## config.mk

```make
export PLATFORM = sky130hd
export DESIGN_NAME = int8_mac_dot_seq
export DESIGN_NICKNAME = d
export VERILOG_FILES = /design/src/rtl/int8_mac_pkg.sv /design/src/rtl/int8_mac_pp_feedback.sv /design/src/rtl/int8_mac_dot_seq.sv
export SDC_FILE = /design/constraint.sdc
export NUM_CORES = 1
export LEC_CHECK = 0
export ABC_AREA = 1
export CAP_MARGIN = 40
export CORE_MARGIN = 5
export CORE_UTILIZATION = 55
export CTS_CLUSTER_DIAMETER = 120
export DETAILED_ROUTE_END_ITERATION = 10
export PLACE_DENSITY = 0.82
export SYNTH_ARGS = -nofsm -noshare
export SYNTH_HDL_FRONTEND = slang
export SYNTH_SLANG_ARGS = --single-unit
```

## constraint.sdc

```tcl
create_clock -name clk -period 5 [get_ports clk]
set_input_delay 0.75 -clock clk [delete_from_list [all_inputs] [get_ports clk]]
set_output_delay 0.75 -clock clk [all_outputs]
set_load 0.005 [all_outputs]
```

## src/rtl/int8_mac_pkg.sv

```systemverilog
// Shared constants and types for the int8 MAC datapath and its dot-product sequencer.
package int8_mac_pkg;

  localparam int unsigned DATA_W = 8;
  localparam int unsigned ACC_W  = 16;

  typedef logic signed [ACC_W-1:0] acc_t;

  typedef enum logic [1:0] {
    IDLE = 2'd0,
    RUN  = 2'd1,
    DONE = 2'd2
  } state_t;

endpackage

```

## src/rtl/int8_mac_pp_feedback.sv

```systemverilog
// Combinational signed int8 multiply-accumulate: result = a*b + acc, modulo 2^16.
module int8_mac_pp_feedback
  import int8_mac_pkg::*;
(
  input  logic [DATA_W-1:0] a,
  input  logic [DATA_W-1:0] b,
  input  logic [ACC_W-1:0]  acc,
  output logic [ACC_W-1:0]  result
);

  logic [ACC_W-1:0] a_ext;
  logic [ACC_W-1:0] pp_sum;

  assign a_ext = {{(ACC_W-DATA_W){a[DATA_W-1]}}, a};

  // Partial products of the sign-extended multiplicand; the multiplier MSB
  // carries negative weight, so its row is subtracted.
  always_comb begin
    pp_sum = '0;
    for (int unsigned i = 0; i < DATA_W; i++) begin
      if (b[i]) begin
        if (i == DATA_W - 1) pp_sum = pp_sum - (a_ext << i);
        else                 pp_sum = pp_sum + (a_ext << i);
      end
    end
    result = pp_sum + acc;
  end

endmodule

```

## src/rtl/int8_mac_dot_seq.sv

```systemverilog
// Dot-product sequencer: streams operand pairs through one int8 MAC, feeding
// the running sum back as the accumulator, and hands the result downstream.
module int8_mac_dot_seq #(
  parameter int unsigned LEN_W  = 8,
  parameter int unsigned DATA_W = int8_mac_pkg::DATA_W,
  parameter int unsigned ACC_W  = int8_mac_pkg::ACC_W
) (
  input  logic              clk,
  input  logic              rst_n,
  input  logic              start,
  input  logic [LEN_W-1:0]  len,
  input  logic [ACC_W-1:0]  acc_init,
  input  logic              abort,
  input  logic              in_valid,
  output logic              in_ready,
  input  logic [DATA_W-1:0] in_a,
  input  logic [DATA_W-1:0] in_b,
  output logic              out_valid,
  input  logic              out_ready,
  output logic [ACC_W-1:0]  out_data,
  output logic              busy
);

  import int8_mac_pkg::*;

  state_t           state;
  acc_t             acc;
  logic [ACC_W-1:0] mac_res;
  logic [LEN_W-1:0] count;
  logic [LEN_W-1:0] len_q;
  logic [LEN_W-1:0] last_idx;

  int8_mac_pp_feedback u_mac (
    .a      (in_a),
    .b      (in_b),
    .acc    (acc),
    .result (mac_res)
  );

  assign last_idx = len_q - 1'b1;

  // abort has priority over every other transition, including handshakes.
  always_ff @(posedge clk or negedge rst_n) begin
    if (!rst_n) begin
      state <= IDLE;
      acc   <= '0;
      count <= '0;
      len_q <= '0;
    end else if (abort) begin
      state <= IDLE;
      acc   <= '0;
      count <= '0;
    end else begin
      case (state)
        IDLE: begin
          if (start) begin
            acc   <= acc_init;
            len_q <= len;
            count <= '0;
            state <= (len == '0) ? DONE : RUN;
          end
        end
        RUN: begin
          if (in_valid) begin
            acc   <= mac_res;
            count <= count + 1'b1;
            if (count == last_idx) state <= DONE;
          end
        end
        DONE: begin
          if (out_ready) state <= IDLE;
        end
        default: state <= IDLE;
      endcase
    end
  end

  assign in_ready  = (state == RUN);
  assign out_valid = (state == DONE);
  assign out_data  = (state == DONE) ? acc : '0;
  assign busy      = (state != IDLE);

endmodule
```

==> impl_results.md, run 1 <==
- Status: did not finish
- Failed at: 5_1_grt
- Log Error: [ERROR GRT-0116] Global routing finished with congestion. Check the congestion regions in the DRC Viewer.
- Flops & latches, synth: 34
- Synth async-reset ratio: 100%
- Yosys warns: 0
- Final HPWL DP: 21.0 mm
- Top cell type by total area after synthesis: ha_1
- Top FF cell, synth: dfrtp_1
- Seq/Total Area, Yosys: 11.8%
- Largest net degree at the start of global routing: 35
- Global-route wire length before repair: 76.3 mm
- GPL Wtd Cong: 0.943
- IO buf count: 64
- Number of cell rows: 41
- Pre-CTS setup slack: -4890 ps
- I/O Pins: 65
- Max H-tree Level: 2
- Count leader, synth: nand2_1
- Syn Inst Count: 1172
- Syn nets: 1316
- Post-synthesis cell type count: 48
- Clk sinks: 34
- Mapped cell area: 7190 sq um
- Hold Buf Count CTS: 0
- Num CTS Buffers: 5
- Post-synth EDFFs: 0
- Initial Utilization: 56.5%
- Root buffer cell: clkbuf_16
- Die H: 124 um
- Synth top area share: 15.7%
- Die width: 124 um
- Grt ovf: 14
- Gr usage total: 63.2%
- Post-synth top cells: nand2_1, inv_1, nor2_1
- CTS Buffer Depth: 2
- Vias in the first global route: 13500
- Synth top area cells: ha_1, nand2_1, dfrtp_1, inv_1, nand3_1
- Mean Syn Cell Area: 6.13 sq um
[kinds of logic after synthesis]
group           share of synthesized area, %
xor+xnor                                5.85
flops                                   11.8
fa+ha+maj                               17.9
buf+inv                                 10.6
compound gates                          16.9
simple gates                            36.3
mux                                    0.627
[repair_timing]
item                                    CTS
buffers inserted                         55
gates resized for setup                 222
hold endpoints to repair                  0
endpoints found under the setup margin   12
pin swaps                               130
[through the flow]
stage               cell area (sq um)  instances
floorplan                        7580       1172
global placement                10500       1676
CTS                             12000       1738
detailed placement              10500       1676
[layer usage]
layer	global-route usage, %	overflow
met5	2.61	0
met1	62.1	1
met3	44.7	1
met2	85.1	5
met4	61.5	7
==> inputs of run 2 (changes only) <==
--- a/config.mk
+++ b/config.mk
@@ -8,10 +8,9 @@
 export ABC_AREA = 1
 export CAP_MARGIN = 40
 export CORE_MARGIN = 5
-export CORE_UTILIZATION = 55
-export CTS_CLUSTER_DIAMETER = 120
+export CORE_UTILIZATION = 40
 export DETAILED_ROUTE_END_ITERATION = 10
-export PLACE_DENSITY = 0.82
+export PLACE_DENSITY_LB_ADDON = 0.15
 export SYNTH_ARGS = -nofsm -noshare
 export SYNTH_HDL_FRONTEND = slang
 export SYNTH_SLANG_ARGS = --single-unit
==> impl_results.md, run 2 <==
- Hold Path Class: reg2reg
- Area grow syn2layout: 67.8%
- Clk sinks: 34 (unchanged)
- Final hold vios: 0
- Largest net degree at the start of global routing: 35
- Pwr Density: 400 nW/um^2
- Grt ovf: 0
- Area post-placement: 10400 sq um (-0.61%)
- Clock Latency Late Sink: 280 ps
- Initial antenna violation count: 2
- CTS tree: yes
- Flops & latches, synth: 34 (unchanged)
- Number of flip-flops in the largest register: 16
- Drt via density: 4.98
- Final WS setup: -3840 ps
- Area taken by multi-input logic gates: 6850 sq um
- Top reg by flops: acc
- Pre-antenna DRT Iters: 5
- Via count: 8940
- Most frequent cells in the layout: buf_4, nand2_1, inv_1
- P_sw: 0.00212 W
- Core area: 17800 sq um
- Setup_tns: -30120 ps
- Initial DRC Count: 359
- Mean Syn Cell Area: 6.13 sq um (unchanged)
- Critical Path Slowest Stage Cell: fa_2
- Final Cycle Share: 177%
- Count leader, synth: nand2_1
- Die H: 144 um (+16%)
- Post-synth EDFFs: 0 (unchanged)
- NumNets Final: 1710
- Crit path max fanout: 4
- Routed wire length per instance: 13.6 um
- Seq/Total Area, Yosys: 11.8% (unchanged)
- Clock Power Share: 7.4%
- CP most frequent cell: a21oi_2
- N_diodes: 0
- Leak Pwr: 6.05 nW
- Syn nets: 1316 (unchanged)
- Post-layout instance area: 12100 sq um
- Final Total Pwr: 0.00482 W
- Hold Path Stages: 1
- Hold Buf Count CTS: 0 (unchanged)
- GPL Wtd Cong: 0.900 (-4.5%)
- WS Path Type: in2reg
- Power Internal: 0.00270 W
- Slew @ Worst Pin: 753 ps
- Reg power frac: 8.0%
- Routed Antenna Nets: 0
- CTS Buffer Depth: 2 (unchanged)
- Sw Ratio: 43.9%
- Worst path arrival time: 9020 ps
- Top cell type by total area after synthesis: ha_1
- Final HPWL DP: 19.1 mm (-9.1%)
- RSZ-0062 raised after global routing: true
- Worst path max stage delay: 350 ps
- Initial Utilization: 40.3% (-16 points)
- DRC: 0
- Maximum vdd drop: 0.000335 V
- Post-synthesis cell type count: 48 (unchanged)
- Vias in the first global route: 9060
- Synth top area share: 15.7% (unchanged)
- Crit. End Element: register
- Startpoint Class: input pin
- Combinational Power Share: 84.5%
- IO buf count: 64 (unchanged)
- Top Registers: acc (16), count (8), len_q (8)
- Final Max Slew Viols: 0
- Synth async-reset ratio: 100% (unchanged)
- Global-route wire length before repair: 40.5 mm
- Yosys warns: 0 (unchanged)
- Mapped cell area: 7190 sq um (unchanged)
- Root buffer cell: clkbuf_16
- I/O Pins: 65 (unchanged)
- Clk slew on worst S/H paths: 60 ps
- Clk_skew: 7.50 ps
- Commonest non-fill, non-tap cell in the layout: buf_4
- Reg2Reg Depth: 13
- Rel. slew slack: 49.6%
- Num CTS Buffers: 5 (unchanged)
- Hold WS: 488 ps
- Die area: 20700 sq um
- Finish-stage setup viols: 11
- Fmax: 0.113 GHz
- Post-synth top cells: nand2_1, inv_1, nor2_1
- Fillers: 1519
- Gr usage total: 23.5%
- Failing checks: negative setup slack
- Die width: 144 um (+16%)
- WP data required: 5170 ps
- Syn Inst Count: 1172 (unchanged)
- Status: complete, but fails checks
- Max H-tree Level: 2 (unchanged)
- FF+latch area: 851 sq um
- Min Tclk post-route: 8840 ps
- Number of cell rows: 49 (+20%)
- Synth top area cells: ha_1, nand2_1, dfrtp_1, inv_1, nand3_1
- MaxCap Viol Count: 0
- Top FF cell, synth: dfrtp_1
- Routed wire length: 24.4 mm
- Layout cells sized above 1: 40.9%
-- run 2: stage by stage --
step                setup slack, ps  utilization [%]  cells
global placement              -4690             58.4   1715
floorplan                     -3600                -   1172
detailed placement            -4750             58.4   1715
CTS                           -3610             65.4   1781
global route                  -4400             67.6   1795
finish                        -3840             67.6   1795
-- run 2: critical path, delay by kind of cell --
kind                     cells  cell delay, ps
adder cells (fa/ha/maj)      9            2300
AND/OR/NAND/NOR             22            2060
AO/OA/AOI/OAI               15            2050
XOR/XNOR                     6             960
buffers and inverters        8             870
-- run 2: power by group through the flow --
stage	Clock, W	Combinational, W	Sequential (W)
detailed placement	0	0.00320	0.000392
global placement	0	0.00315	0.000390
floorplan	0	0.00203	0.000376
finish	0.000359	0.00407	0.000387
global route	0.000377	0.00450	0.000395
CTS	0.000367	0.00380	0.000388
-- run 2: final cells by class --
cell class                      count  share of cell area, %
Clock buffer                        6                   1.15
Sequential cell                    34                   7.06
Clock inverter                      1                  0.249
Tap cell                          229                   2.38
Inverter                          173                   5.49
Timing Repair Buffer              409                   26.9
Multi-Input combinational cell    943                   56.8
-- run 2: path summary, 6_finish.rpt --
path	start	to	slack, ps
worst min-delay path	count[6]	count[6]	490
min in group asynchronous	rst_n	acc[12]	900
max in group asynchronous	rst_n	count[1]	3770
worst max register to register	acc[0]	acc[10]	2490
worst max-delay path	in_a[0]	acc[15]	-3840
worst min register to register	count[6]	count[6]	490
-- run 2: cell families after synthesis --
kind of cell / count (synthesis) / synth area share (%)
buf+inv: 195 / 10.6
compound gates: 217 / 16.9
xor+xnor: 48 / 5.85
mux: 4 / 0.627
flops: 34 / 11.8
fa+ha+maj: 98 / 17.9
simple gates: 576 / 36.3
-- run 2: per-layer routing --
layer,vias to the layer above,global-route usage [%],wire length (um),part of all wire (%)
met4,4,5.10,529,2.2
met3,44,2.98,894,3.7
met1,4066,28.8,10800,44
met5,-,0,31,0.13
li1,4668,-,-,-
met2,158,43.6,12200,50
-- run 2: what timing repair did --
item	in CTS	in global routing
setup buffers	59	14
endpoints found under the setup margin	12	11
gates resized for setup	147	74
pin swaps	101	60
Note: power is estimated with default switching activity, not from simulation.
